==> src/rtl/avalon_st_arb_pkg.sv <==
// Shared types and sizing helpers for the Avalon-ST packet arbiter.
// The FSM state enum lives here so the top level and any future
// observers agree on the encoding.
package avalon_st_arb_pkg;

  // Arbitration FSM: IDLE picks a requester, XFER streams its packet.
  typedef enum logic {
    IDLE = 1'b0,
    XFER = 1'b1
  } arb_state_e;

  // Width of an Avalon-ST empty field for a given beat width.
  // A one-byte beat would need zero bits, so it is clamped to one.
  function automatic int emptyWidth(input int dataWidth);
    return (dataWidth / 8 > 1) ? $clog2(dataWidth / 8) : 1;
  endfunction

  // Width needed to index one of numPorts requesters.
  function automatic int portIdxWidth(input int numPorts);
    return (numPorts > 1) ? $clog2(numPorts) : 1;
  endfunction

endpackage

==> src/rtl/avalon_st_pkt_arbiter_rr_arbiter.sv <==
// Combinational round-robin picker: returns the first asserted request
// at or after ptr_i, wrapping modulo NUM_PORTS.
module rr_arbiter #(
  parameter int NUM_PORTS = 4,
  parameter int IDX_WIDTH = 2
) (
  input  logic [NUM_PORTS-1:0] req_i,
  input  logic [IDX_WIDTH-1:0] ptr_i,
  output logic [IDX_WIDTH-1:0] gnt_idx_o,
  output logic                 gnt_valid_o
);

  logic [IDX_WIDTH:0] candIdx;

  // Walk the ports starting at ptr_i; ptr_i and the offset are both below
  // NUM_PORTS, so one conditional subtraction is enough to wrap.
  always_comb begin
    gnt_idx_o   = '0;
    gnt_valid_o = 1'b0;
    candIdx     = '0;
    for (int i = 0; i < NUM_PORTS; i++) begin
      candIdx = {1'b0, ptr_i} + (IDX_WIDTH + 1)'(i);
      if (candIdx >= (IDX_WIDTH + 1)'(NUM_PORTS)) begin
        candIdx = candIdx - (IDX_WIDTH + 1)'(NUM_PORTS);
      end
      if (!gnt_valid_o && req_i[candIdx[IDX_WIDTH-1:0]]) begin
        gnt_valid_o = 1'b1;
        gnt_idx_o   = candIdx[IDX_WIDTH-1:0];
      end
    end
  end

endmodule

==> src/rtl/avalon_st_pkt_arbiter.sv <==
// Packet-granular round-robin arbiter merging NUM_PORTS Avalon-ST sources
// onto one sink through a single registered output stage. A grant is held
// from sop to eop so packets never interleave; the port that just finished
// drops to lowest priority.
// Optional feature macro: AVST_ARB_SOP_CHECK_EN -- when defined, only
// sop beats may win arbitration, stray non-sop beats seen while idle are
// drained and dropped, and the sticky sop_err output reports it.
module avalon_st_pkt_arbiter
  import avalon_st_arb_pkg::*;
#(
  parameter  int DATA_WIDTH  = 128,
  parameter  int NUM_PORTS   = 4,
  parameter  int EMPTY_WIDTH = emptyWidth(DATA_WIDTH),
  localparam int CH_WIDTH    = portIdxWidth(NUM_PORTS)
) (
  input  logic                                  clk,
  input  logic                                  rst,
  input  logic [NUM_PORTS-1:0][DATA_WIDTH-1:0]  in_data,
  input  logic [NUM_PORTS-1:0]                  in_valid,
  output logic [NUM_PORTS-1:0]                  in_ready,
  input  logic [NUM_PORTS-1:0][EMPTY_WIDTH-1:0] in_empty,
  input  logic [NUM_PORTS-1:0]                  in_sop,
  input  logic [NUM_PORTS-1:0]                  in_eop,
  output logic [DATA_WIDTH-1:0]                 out_data,
  output logic                                  out_valid,
  input  logic                                  out_ready,
  output logic [EMPTY_WIDTH-1:0]                out_empty,
  output logic                                  out_sop,
  output logic                                  out_eop,
  output logic [CH_WIDTH-1:0]                   out_channel
`ifdef AVST_ARB_SOP_CHECK_EN
  ,
  output logic                                  sop_err
`endif
);

  arb_state_e           state_q;
  logic [CH_WIDTH-1:0]  ptr_q;
  logic [CH_WIDTH-1:0]  gnt_q;

  logic [DATA_WIDTH-1:0]  outData_q;
  logic                   outValid_q;
  logic [EMPTY_WIDTH-1:0] outEmpty_q;
  logic                   outSop_q;
  logic                   outEop_q;
  logic [CH_WIDTH-1:0]    outChannel_q;

  logic [NUM_PORTS-1:0] eligible;
  logic                 reqValid;
  logic [CH_WIDTH-1:0]  reqIdx;
  logic [CH_WIDTH-1:0]  nextPtr;
  logic                 outFree;
  logic                 accept;

`ifdef AVST_ARB_SOP_CHECK_EN
  logic [NUM_PORTS-1:0] dropMask;
  logic                 sopErr_q;

  // Only packet starts may compete; anything else seen while idle is junk
  // left over from a broken packet and gets flushed.
  always_comb begin
    eligible = in_valid & in_sop;
    dropMask = in_valid & ~in_sop;
  end
`else
  // Any valid source may compete; packet framing is trusted.
  always_comb begin
    eligible = in_valid;
  end
`endif

  rr_arbiter #(
    .NUM_PORTS (NUM_PORTS),
    .IDX_WIDTH (CH_WIDTH)
  ) u_rr_arbiter (
    .req_i       (eligible),
    .ptr_i       (ptr_q),
    .gnt_idx_o   (reqIdx),
    .gnt_valid_o (reqValid)
  );

  // The output stage can take a beat when empty or when draining this cycle;
  // the port after the current grant becomes the new highest priority.
  always_comb begin
    outFree = !outValid_q || out_ready;
    accept  = (state_q == XFER) && in_valid[gnt_q] && outFree;
    nextPtr = (gnt_q == CH_WIDTH'(NUM_PORTS - 1)) ? '0 : gnt_q + CH_WIDTH'(1);
  end

  // Only the granted port sees ready while streaming; idle cycles accept
  // nothing except beats being flushed by the sop check.
  always_comb begin
    in_ready = '0;
    if (state_q == XFER) begin
      in_ready[gnt_q] = outFree;
    end
`ifdef AVST_ARB_SOP_CHECK_EN
    else begin
      in_ready = dropMask;
    end
`endif
  end

  // Arbitration FSM: latch the winner in IDLE, hold it until its eop beat.
  always_ff @(posedge clk or posedge rst) begin
    if (rst) begin
      state_q <= IDLE;
      ptr_q   <= '0;
      gnt_q   <= '0;
    end else begin
      case (state_q)
        IDLE: begin
          if (reqValid) begin
            gnt_q   <= reqIdx;
            state_q <= XFER;
          end
        end
        XFER: begin
          if (accept && in_eop[gnt_q]) begin
            state_q <= IDLE;
            ptr_q   <= nextPtr;
          end
        end
        default: state_q <= IDLE;
      endcase
    end
  end

  // Single-entry output stage: load on accept, empty when drained with no
  // refill, otherwise hold every field steady under backpressure.
  always_ff @(posedge clk or posedge rst) begin
    if (rst) begin
      outValid_q   <= 1'b0;
      outData_q    <= '0;
      outEmpty_q   <= '0;
      outSop_q     <= 1'b0;
      outEop_q     <= 1'b0;
      outChannel_q <= '0;
    end else if (accept) begin
      outValid_q   <= 1'b1;
      outData_q    <= in_data[gnt_q];
      outEmpty_q   <= in_empty[gnt_q];
      outSop_q     <= in_sop[gnt_q];
      outEop_q     <= in_eop[gnt_q];
      outChannel_q <= gnt_q;
    end else if (out_ready) begin
      outValid_q <= 1'b0;
    end
  end

`ifdef AVST_ARB_SOP_CHECK_EN
  // Sticky flag recording that at least one stray beat was thrown away.
  always_ff @(posedge clk or posedge rst) begin
    if (rst) begin
      sopErr_q <= 1'b0;
    end else if ((state_q == IDLE) && (|dropMask)) begin
      sopErr_q <= 1'b1;
    end
  end

  assign sop_err = sopErr_q;
`endif

  assign out_data    = outData_q;
  assign out_valid   = outValid_q;
  assign out_empty   = outEmpty_q;
  assign out_sop     = outSop_q;
  assign out_eop     = outEop_q;
  assign out_channel = outChannel_q;

endmodule

==> config.mk <==
export PLATFORM = sky130hd
export DESIGN_NAME = avalon_st_pkt_arbiter
export DESIGN_NICKNAME = d
export VERILOG_FILES = /design/src/rtl/avalon_st_arb_pkg.sv /design/src/rtl/avalon_st_pkt_arbiter_rr_arbiter.sv /design/src/rtl/avalon_st_pkt_arbiter.sv
export SDC_FILE = /design/constraint.sdc
export NUM_CORES = 1
export LEC_CHECK = 0
export CORE_AREA = 2 2 268 270
export CTS_BUF_LIST = sky130_fd_sc_hd__clkbuf_16
export CTS_CLUSTER_SIZE = 24
export DETAILED_ROUTE_END_ITERATION = 16
export DIE_AREA = 0 0 270 272
export GPL_TIMING_DRIVEN = 0
export SLEW_MARGIN = 20
export SYNTH_ARGS = -nofsm -noshare
export SYNTH_HDL_FRONTEND = slang
export SYNTH_HIERARCHICAL = 1
export SYNTH_SLANG_ARGS = --single-unit
==> constraint.sdc <==
create_clock -name clk -period 6.3 [get_ports clk]
set_input_delay 1.26 -clock clk [delete_from_list [all_inputs] [get_ports clk]]
set_output_delay 1.26 -clock clk [all_outputs]
set_load 0.05 [all_outputs]
==> results of run 1 <==
[worst max-delay path, delay by kind of cell]
kind / cells / cell delay [ns]
AND/OR/NAND/NOR: 2 / 0.31
buffers and inverters: 3 / 1.76
[flip-flops by register name, summed over array words and instances (netlist names)]
name	flops
state_q	1
out_valid	1
gnt_q	2
out_data	128
out_eop	1
out_channel	2
ptr_q	2
out_sop	1
out_empty	4
[power by group through the flow]
stage               combinational, mW  clock (mW)  sequential (mW)
floorplan                        2.33           0             3.24
global placement                 5.91           0             1.67
detailed placement               5.93           0             1.68
CTS                              5.95        1.08             1.68
global route                     6.12        1.11             1.74
finish                           5.84        1.01             1.67
[routing by layer]
layer  share of wire, %  routed length (um)  track usage (%)
met3                9.1                3880             4.58
met2                 51               21800             20.1
met1                 35               15100             11.7
met5              0.038                  16                0
met4                4.2                1810             6.36
[layout by cell type (no fill, tap or decap), drive strengths merged]
master | netlist | routed
a31oi | 1 | 1
bufinv | 0 | 2
mux2 | 138 | 138
clkdlybuf4s50 | 0 | 683
o21ai | 3 | 3
o2bb2ai | 1 | 1
mux4 | 135 | 135
nand2b | 2 | 2
nor2 | 2 | 2
nand2 | 4 | 4
dfrtp | 142 | 142
nor2b | 1 | 1
a21bo | 1 | 1
clkbuf | 15 | 32
inv | 8 | 11
buf | 31 | 32
nand4 | 1 | 1
o21a | 1 | 1
nand3 | 3 | 3
a21oi | 4 | 4
clkinv | 0 | 9
and3 | 4 | 4
o221ai | 1 | 1
diode | 0 | 5
ha | 4 | 4
a221o | 1 | 1
[layout make-up]
class	count	area share, %
Timing Repair Buffer	684	39.0
Buffer	46	2.03
Multi-Input combinational cell	307	28.5
Inverter	8	0.213
Clock inverter	14	0.733
Sequential cell	142	20.2
Clock buffer	17	2.42
Tap cell	950	6.76
Antenna cell	5	0.0712
[stage by stage]
step	hold slack, ns	utilization [%]	power, mW	TNS, ns
after floorplan	0.537	-	5.57	0
after global placement	0.476	24.0	7.57	-158.89
after detailed placement	0.479	24.0	7.61	0
after CTS	0.494	24.8	8.70	0
after global routing	0.514	24.8	8.97	0
final	0.488	24.9	8.52	0
[logic make-up after synthesis]
family	count (synthesis)	synth area share [%]
flip-flops	142	39.7
AO/OA/AOI/OAI	13	0.964
multiplexers	273	53.4
AND/OR/NAND/NOR	17	1.12
adder cells (fa/ha/maj)	4	0.559
buffers and inverters	54	4.30
[worst max-delay path by stage]
stage	cells after the start	slack, ns	end
after floorplan	1	1.23	gnt_q[0]
after global placement	2	-1.15	out_data[124]
after detailed placement	5	1.69	in_ready[1]
after CTS	6	1.57	in_ready[1]
after global routing	6	1.48	in_ready[1]
final	5	1.70	in_ready[1]
==> flow_summary.ini, run 1 <==
[clock_tree]
clk_pin_slew_ns = 0.06
post-cts-setup-buffers = 0
cts_resized = 0
hold_buffers = 0
cts.sinks = 142
cts-root-buf = clkbuf_16
htree_levels = 4
cts_tree = built
cts_made_buffers = 17
clockBufferDepth = 2
insertion_delay_ns = 0.46

[pwr]
p_sw_share_pct = 45.4
p_switching_mw = 3.87
p_leak_nw = 6.55
power_density_nw_per_um2 = 485
p_clk_share_pct = 11.8
internal-power_mw = 4.65
ir_drop_mv = 0.227
seq_power_share_pct = 19.6
combPwrFrac_pct = 68.5

[timing]
max_slew_margin_pct = 45.4
clock_skew_ns = 0.00701
grt_setup_unrepaired = no
fin_crit_sh_pct = 73.1
setup_ws_ns = 1.70
clock.fmax_ghz = 0.217
period_needed_ns = 4.60
setup_viol = 0
tightest_slew_ns = 0.818
finalMaxSlewViolations = 0
hold_viol = 0

[worst_setup_path]
reg2reg_setup_slack_ns = 3.60
rr_worst_depth = 4
r2r-end = out_data[109]
cp_data_required_time_ns = 5.04
worstPathMaxFanout = 9
slowest_delay_ns = 0.95
path_cells = clkdlybuf4s50_1, nand2b_1, clkbuf_1, and3_1, clkdlybuf4s50_1
worstSetupStartpointType = input port
crit_slowest_cell = clkdlybuf4s50_1
crit_type = input port to output pin
r2r_start = gnt_q[1]
endpoint_kind = output pin
crit_top_cell = clkdlybuf4s50_1
crit_path_start = out_ready
arrival_ns = 3.34

[cells_and_area]
area_growth_pct = 96.4
fin_nets = 1753
fin_area_um2 = 17600
layout.area.seq_um2 = 3550
drive_above_1_share_pct = 27.5
n_fill_cell = 7342
final_cells = 2173
multi_input_area_um2 = 5010

[logic_synthesis]
ys_async_sr_fraction_pct = 100
syn_avg_cell_area_um2 = 17.8
synth_edf_count = 0
synth_cell_type_count = 30
synth_commonest_cells = 142 x dfrtp_1, 135 x mux4_2, 89 x mux2_2, 49 x mux2_4, 15 x clkbuf_1
synth_nets = 1050
ys_ff_latch = 142
synth_top_area_share_pct = 39.7
netlist_instances = 503
yosys.area.top_type = dfrtp_1
synth_top_cells_by_area = dfrtp_1 40%, mux4_2 34%, mux2_2 11%
syn_area_um2 = 8950
yosysMostFrequentCell = dfrtp_1
yosysWarningCount = 6
synthFlopType = dfrtp_1
ys_seq_area_share_pct = 39.7

[grt]
grt.total_usage_pct = 11.5
grt_max_degree = 73
overflow = 0
antenna_found_initial = 7
grt_pass1_wl_um = 60500
grt_pass1_vias = 8951

[flow_run]
cap_violations = 0

[placed_design]
dpl_cell_area_um2 = 17000
dp_cells = 2137
post-place-ws_ns = 1.69
hpwlAfterDp_um = 35600
gp_congestion = 1.01
portBuffers = 683

[die]
dieArea_um2 = 73400
core_um2 = 70800
fp.dieW_um = 270
ios = 684
start_util_pct = 12.7
die_h_um = 272
rows = 98

[status]
status = completed

[worst_hold_path]
hp-class = flip-flop to flip-flop
hold_end = out_eop
min_path_cells = 1
hold_path_startpoint = out_eop

[drt]
routedWlPerCell_um = 19.6
first_pass_iters = 4
vias_per_cell = 3.66
dr_total_vias = 7948
ant_nets = 0
routed_wl_um = 42600
post-route-drc-count = 0
drt_iter0_markers = 350
(Power assumes the default switching activity.)
==> inputs of run 2 (changes only) <==
clock period = 3.73 ns   (was 6.3 ns; I/O delays follow)
==> flow_summary.ini, run 2 (synthesis gave the netlist of run 1 again) <==
[status]
status = completed

[cells_and_area]
drive_above_1_share_pct = 28.0
fin_nets = 1755
area_growth_pct = 97.8
fin_area_um2 = 17700
final_common_cell = clkdlybuf4s50_1
largest_reg_flops = 128
final_cell_mix = 681 x clkdlybuf4s50_1, 142 x dfrtp_1, 135 x mux4_2

[worst_setup_path]
worstSetupStartpointType = input port
crit_family = buffers and inverters
crit_type = input port to output pin
arrival_ns = 2.69
crit_buf_inv = 3
cp.depth = 5
worstPathMaxFanout = 9
cp_data_required_time_ns = 2.98
rr_worst_depth = 4
endpoint_kind = output pin
path_cells = clkdlybuf4s50_1, nand2b_1, clkbuf_1, and3_1, clkdlybuf4s50_1
crit_top_cell = clkdlybuf4s50_1
crit_slowest_cell = clkdlybuf4s50_1
reg2reg_setup_slack_ns = 0.99
slowest_delay_ns = 0.83

[die]
core_um2 = 70800
fp.dieW_um = 270
start_util_pct = 12.7
rows = 98
ios = 684
die_h_um = 272
dieArea_um2 = 73400

[placed_design]
hpwlAfterDp_um = 35900
dpl_cell_area_um2 = 17100
gp_congestion = 0.985
portBuffers = 683

[timing]
clock_skew_ns = 0.0121
setup_viol = 0
fin_crit_sh_pct = 92.1
clock.fmax_ghz = 0.291
max_slew_margin_pct = 36.6
grt_setup_unrepaired = no
tightest_slew_ns = 0.951
period_needed_ns = 3.43
finalMaxSlewViolations = 0
hold_viol = 0

[worst_hold_path]
min_path_cells = 1
hp-class = flip-flop to flip-flop

[flow_run]
cap_violations = 0

[pwr]
total_power_mw = 14.6
power_density_nw_per_um2 = 824
ir_drop_mv = 0.346
p_leak_nw = 6.60

[clock_tree]
clk_pin_slew_ns = 0.06
post-cts-setup-buffers = 0
cts-root-buf = clkbuf_16
htree_levels = 4
insertion_delay_ns = 0.46
clockBufferDepth = 2
cts.sinks = 142
hold_buffers = 0
cts_made_buffers = 17
cts_tree = built

[grt]
grt_max_degree = 34
grt_pass1_wl_um = 60200
overflow = 0
grt.total_usage_pct = 11.4
grt_pass1_vias = 9005
antenna_found_initial = 14

[drt]
dr_total_vias = 7994
routedWlPerCell_um = 19.6
first_pass_iters = 4
vias_per_cell = 3.68
drt_iter0_markers = 316
ant_nets = 0
post-route-drc-count = 0
routed_wl_um = 42600
[run 2: cell types whose count changed in the layout (fill, tap and decap cells not counted), sizes merged]
cell           delta
clkinv            -6
buf               +2
clkdlybuf4s50     -2
bufinv            +3
dlygate4sd2       +2
clkinvlp          +4
inv               -1
[run 2: worst register-to-register path, delay by kind of cell (launching register included)]
| family | cells | cell delay, ns |
|---|---|---|
| buf+inv | 2 | 1.35 |
| mux | 2 | 0.73 |
| flops | 1 | 0.54 |
[run 2: power by group]
group          total [mW]  switching (mW)  leakage [nW]  internal (mW)
combinational        9.83            5.31          4.63           4.52
clock                1.93           0.750         0.307           1.18
sequential           2.84           0.469          1.67           2.37
total                14.6            6.53          6.60           8.07
[run 2: layout make-up]
class                           instances  area, um^2
Tap cell                              950        1190
Timing Repair Buffer                  687        6910
Clock buffer                           17         425
Antenna cell                            5        12.5
Sequential cell                       142        3550
Multi-Input combinational cell        307        5010
Inverter                                8        33.8
Fill cell                            7327       53000
Clock inverter                         14         216
Buffer                                 45         355
[run 2: path summary, 6_finish.rpt]
kind                                from       endpoint
setup / recovery               out_ready    in_ready[3]
hold / removal             out_data[124]  out_data[124]
setup reg to reg                gnt_q[1]   out_data[70]
hold reg to reg            out_data[124]  out_data[124]
max in group asynchronous            rst   out_data[67]
min in group asynchronous            rst  out_data[104]
[run 2: timing repair]
item,4_1_cts,5_1_grt
setup endpoints to repair,3,0
resized for setup,3,0
endpoints found under the hold margin,0,0
[run 2: through the flow]
stage | worst slack (ns) | std cells | hold WS [ns] | TNS [ns] | utilization (%)
after CTS | 0.230 | 2170 | 0.508 | 0 | 25.0
after floorplan | 1.21 | 503 | 0.537 | 0 | -
after global placement | -0.206 | 2136 | 0.486 | -24.71 | 24.0
after global routing | 0.146 | 2173 | 0.519 | 0 | 25.0
final | 0.295 | 2175 | 0.506 | 0 | 25.0
after detailed placement | 0.161 | 2140 | 0.491 | 0 | 24.1
[run 2: metal layers]
metal,vias to the layer above,routed length [um],GRT usage [%]
li1,3478,-,-
met1,3965,15400,11.9
met2,484,21600,19.9
met3,59,4490,5.28
met4,8,1130,4.43
met5,-,54,0
==> inputs of run 3 (changes only) <==
GPL_TIMING_DRIVEN = default   (was 0)
==> flow_summary.ini, run 3 (synthesis gave the netlist of run 1 again) <==
[die]
ios = 684
fp.dieW_um = 270
rows = 98
die_h_um = 272
dieArea_um2 = 73400
start_util_pct = 12.7
core_um2 = 70800

[timing]
clock_skew_ns = 0.0144
setup_ws_ns = 0.509
max_slew_margin_pct = 40.5
whs_ns = 0.492
clock.fmax_ghz = 0.310
setup_viol = 0
hold_viol = 0
grt_setup_unrepaired = no
setup_tns_ns = 0
tightest_slew_ns = 0.892
finalMaxSlewViolations = 0
fin_crit_sh_pct = 86.4
period_needed_ns = 3.22

[worst_setup_path]
endpoint_kind = output pin
cp_data_required_time_ns = 2.98
worstSetupStartpointType = input port
worstPathMaxFanout = 4
arrival_ns = 2.47
crit_type = input port to output pin

[placed_design]
dp_cells = 2112
gp_congestion = 0.894
portBuffers = 683
dpl_cell_area_um2 = 16900
post-place-ws_ns = 0.520
hpwlAfterDp_um = 32200

[clock_tree]
cts_made_buffers = 17
htree_levels = 4
post-cts-setup-buffers = 0
clockBufferDepth = 2
cts_resized = 0
cts_tree = built
cts-root-buf = clkbuf_16
clk_pin_slew_ns = 0.06
hold_buffers = 0
cts.sinks = 142
insertion_delay_ns = 0.46

[drt]
routedWlPerCell_um = 18.2
ant_nets = 0
drt_iter0_markers = 305
dr_total_vias = 7801
routed_wl_um = 39100
vias_per_cell = 3.64
post-route-drc-count = 0
first_pass_iters = 4

[cells_and_area]
fin_nets = 1728
drive_above_1_share_pct = 28.0
final_cells = 2146
final_util_pct = 24.8
area_growth_pct = 95.7
layout.area.seq_um2 = 3560
largest_reg_flops = 128
final_cell_mix = 682 x clkdlybuf4s50_1, 140 x dfrtp_1, 135 x mux4_2
n_fill_cell = 7361
final_common_cell = clkdlybuf4s50_1
fin_area_um2 = 17500
multi_input_area_um2 = 5010

[pwr]
p_clk_share_pct = 13.4
total_power_mw = 14.2
p_switching_mw = 6.32
p_sw_share_pct = 44.4
combPwrFrac_pct = 66.3
internal-power_mw = 7.92
p_leak_nw = 6.49
seq_power_share_pct = 20.3
power_density_nw_per_um2 = 812
ir_drop_mv = 0.526

[grt]
overflow = 0
grt_max_degree = 69
antenna_found_initial = 8
grt_pass1_wl_um = 56700
grt_pass1_vias = 8777
grt.total_usage_pct = 10.5

[worst_hold_path]
hp-class = flip-flop to flip-flop

[status]
status = completed

[flow_run]
cap_violations = 0
-- run 3: cell count changes in the layout (fill, tap and decap cells not counted), moves of 2 or more --
cell | previous run | this run
buf_4 | 10 | 16
clkbuf_1 | 14 | 0
buf_12 | 9 | 7
dfrtp_4 | 0 | 2
dfrtp_1 | 142 | 140
dlygate4sd2_1 | 2 | 0
diode_2 | 5 | 2
buf_6 | 6 | 0
buf_2 | 8 | 0
-- run 3: worst max-delay path: stages --
cell             delay (ns)
clkdlybuf4s50_1        0.54
nand2b_1               0.20
and3_1                 0.17
clkdlybuf4s50_1        0.81
-- run 3: power groups by stage --
stage | logic (mW) | registers [mW] | clock network, mW
floorplan | 3.94 | 5.47 | 0
detailed placement | 9.56 | 2.90 | 0
global placement | 9.47 | 2.89 | 0
finish | 9.44 | 2.89 | 1.91
global route | 9.89 | 3.00 | 2.08
CTS | 9.59 | 2.90 | 2.02
-- run 3: final cells by class --
cell class                      count  area share [%]
Antenna cell                        2          0.0286
Clock buffer                       17            2.43
Clock inverter                     15            1.19
Inverter                            8           0.193
Multi-Input combinational cell    307            28.6
Sequential cell                   142            20.3
Tap cell                          950            6.78
Timing Repair Buffer              705            40.4
-- run 3: worst paths after layout --
| check | from | endpoint | slack (ns) | cells past startpoint |
|---|---|---|---|---|
| min in group asynchronous | rst | out_data[113] | 0.75 | 2 |
| min | out_eop | out_eop | 0.49 | 1 |
| max in group asynchronous | rst | out_data[63] | 2.21 | 3 |
| max reg2reg | gnt_q[1] | out_data[6] | 1.35 | 4 |
| min reg2reg | out_eop | out_eop | 0.49 | 1 |
| max | out_ready | in_ready[0] | 0.51 | 4 |
-- run 3: metal layers --
metal	global-route usage, %	vias up	routed length (um)
li1	-	3419	-
met1	11.5	3882	14700
met2	18.4	458	20000
met3	4.42	36	3640
met4	3.26	6	612
met5	0	-	46
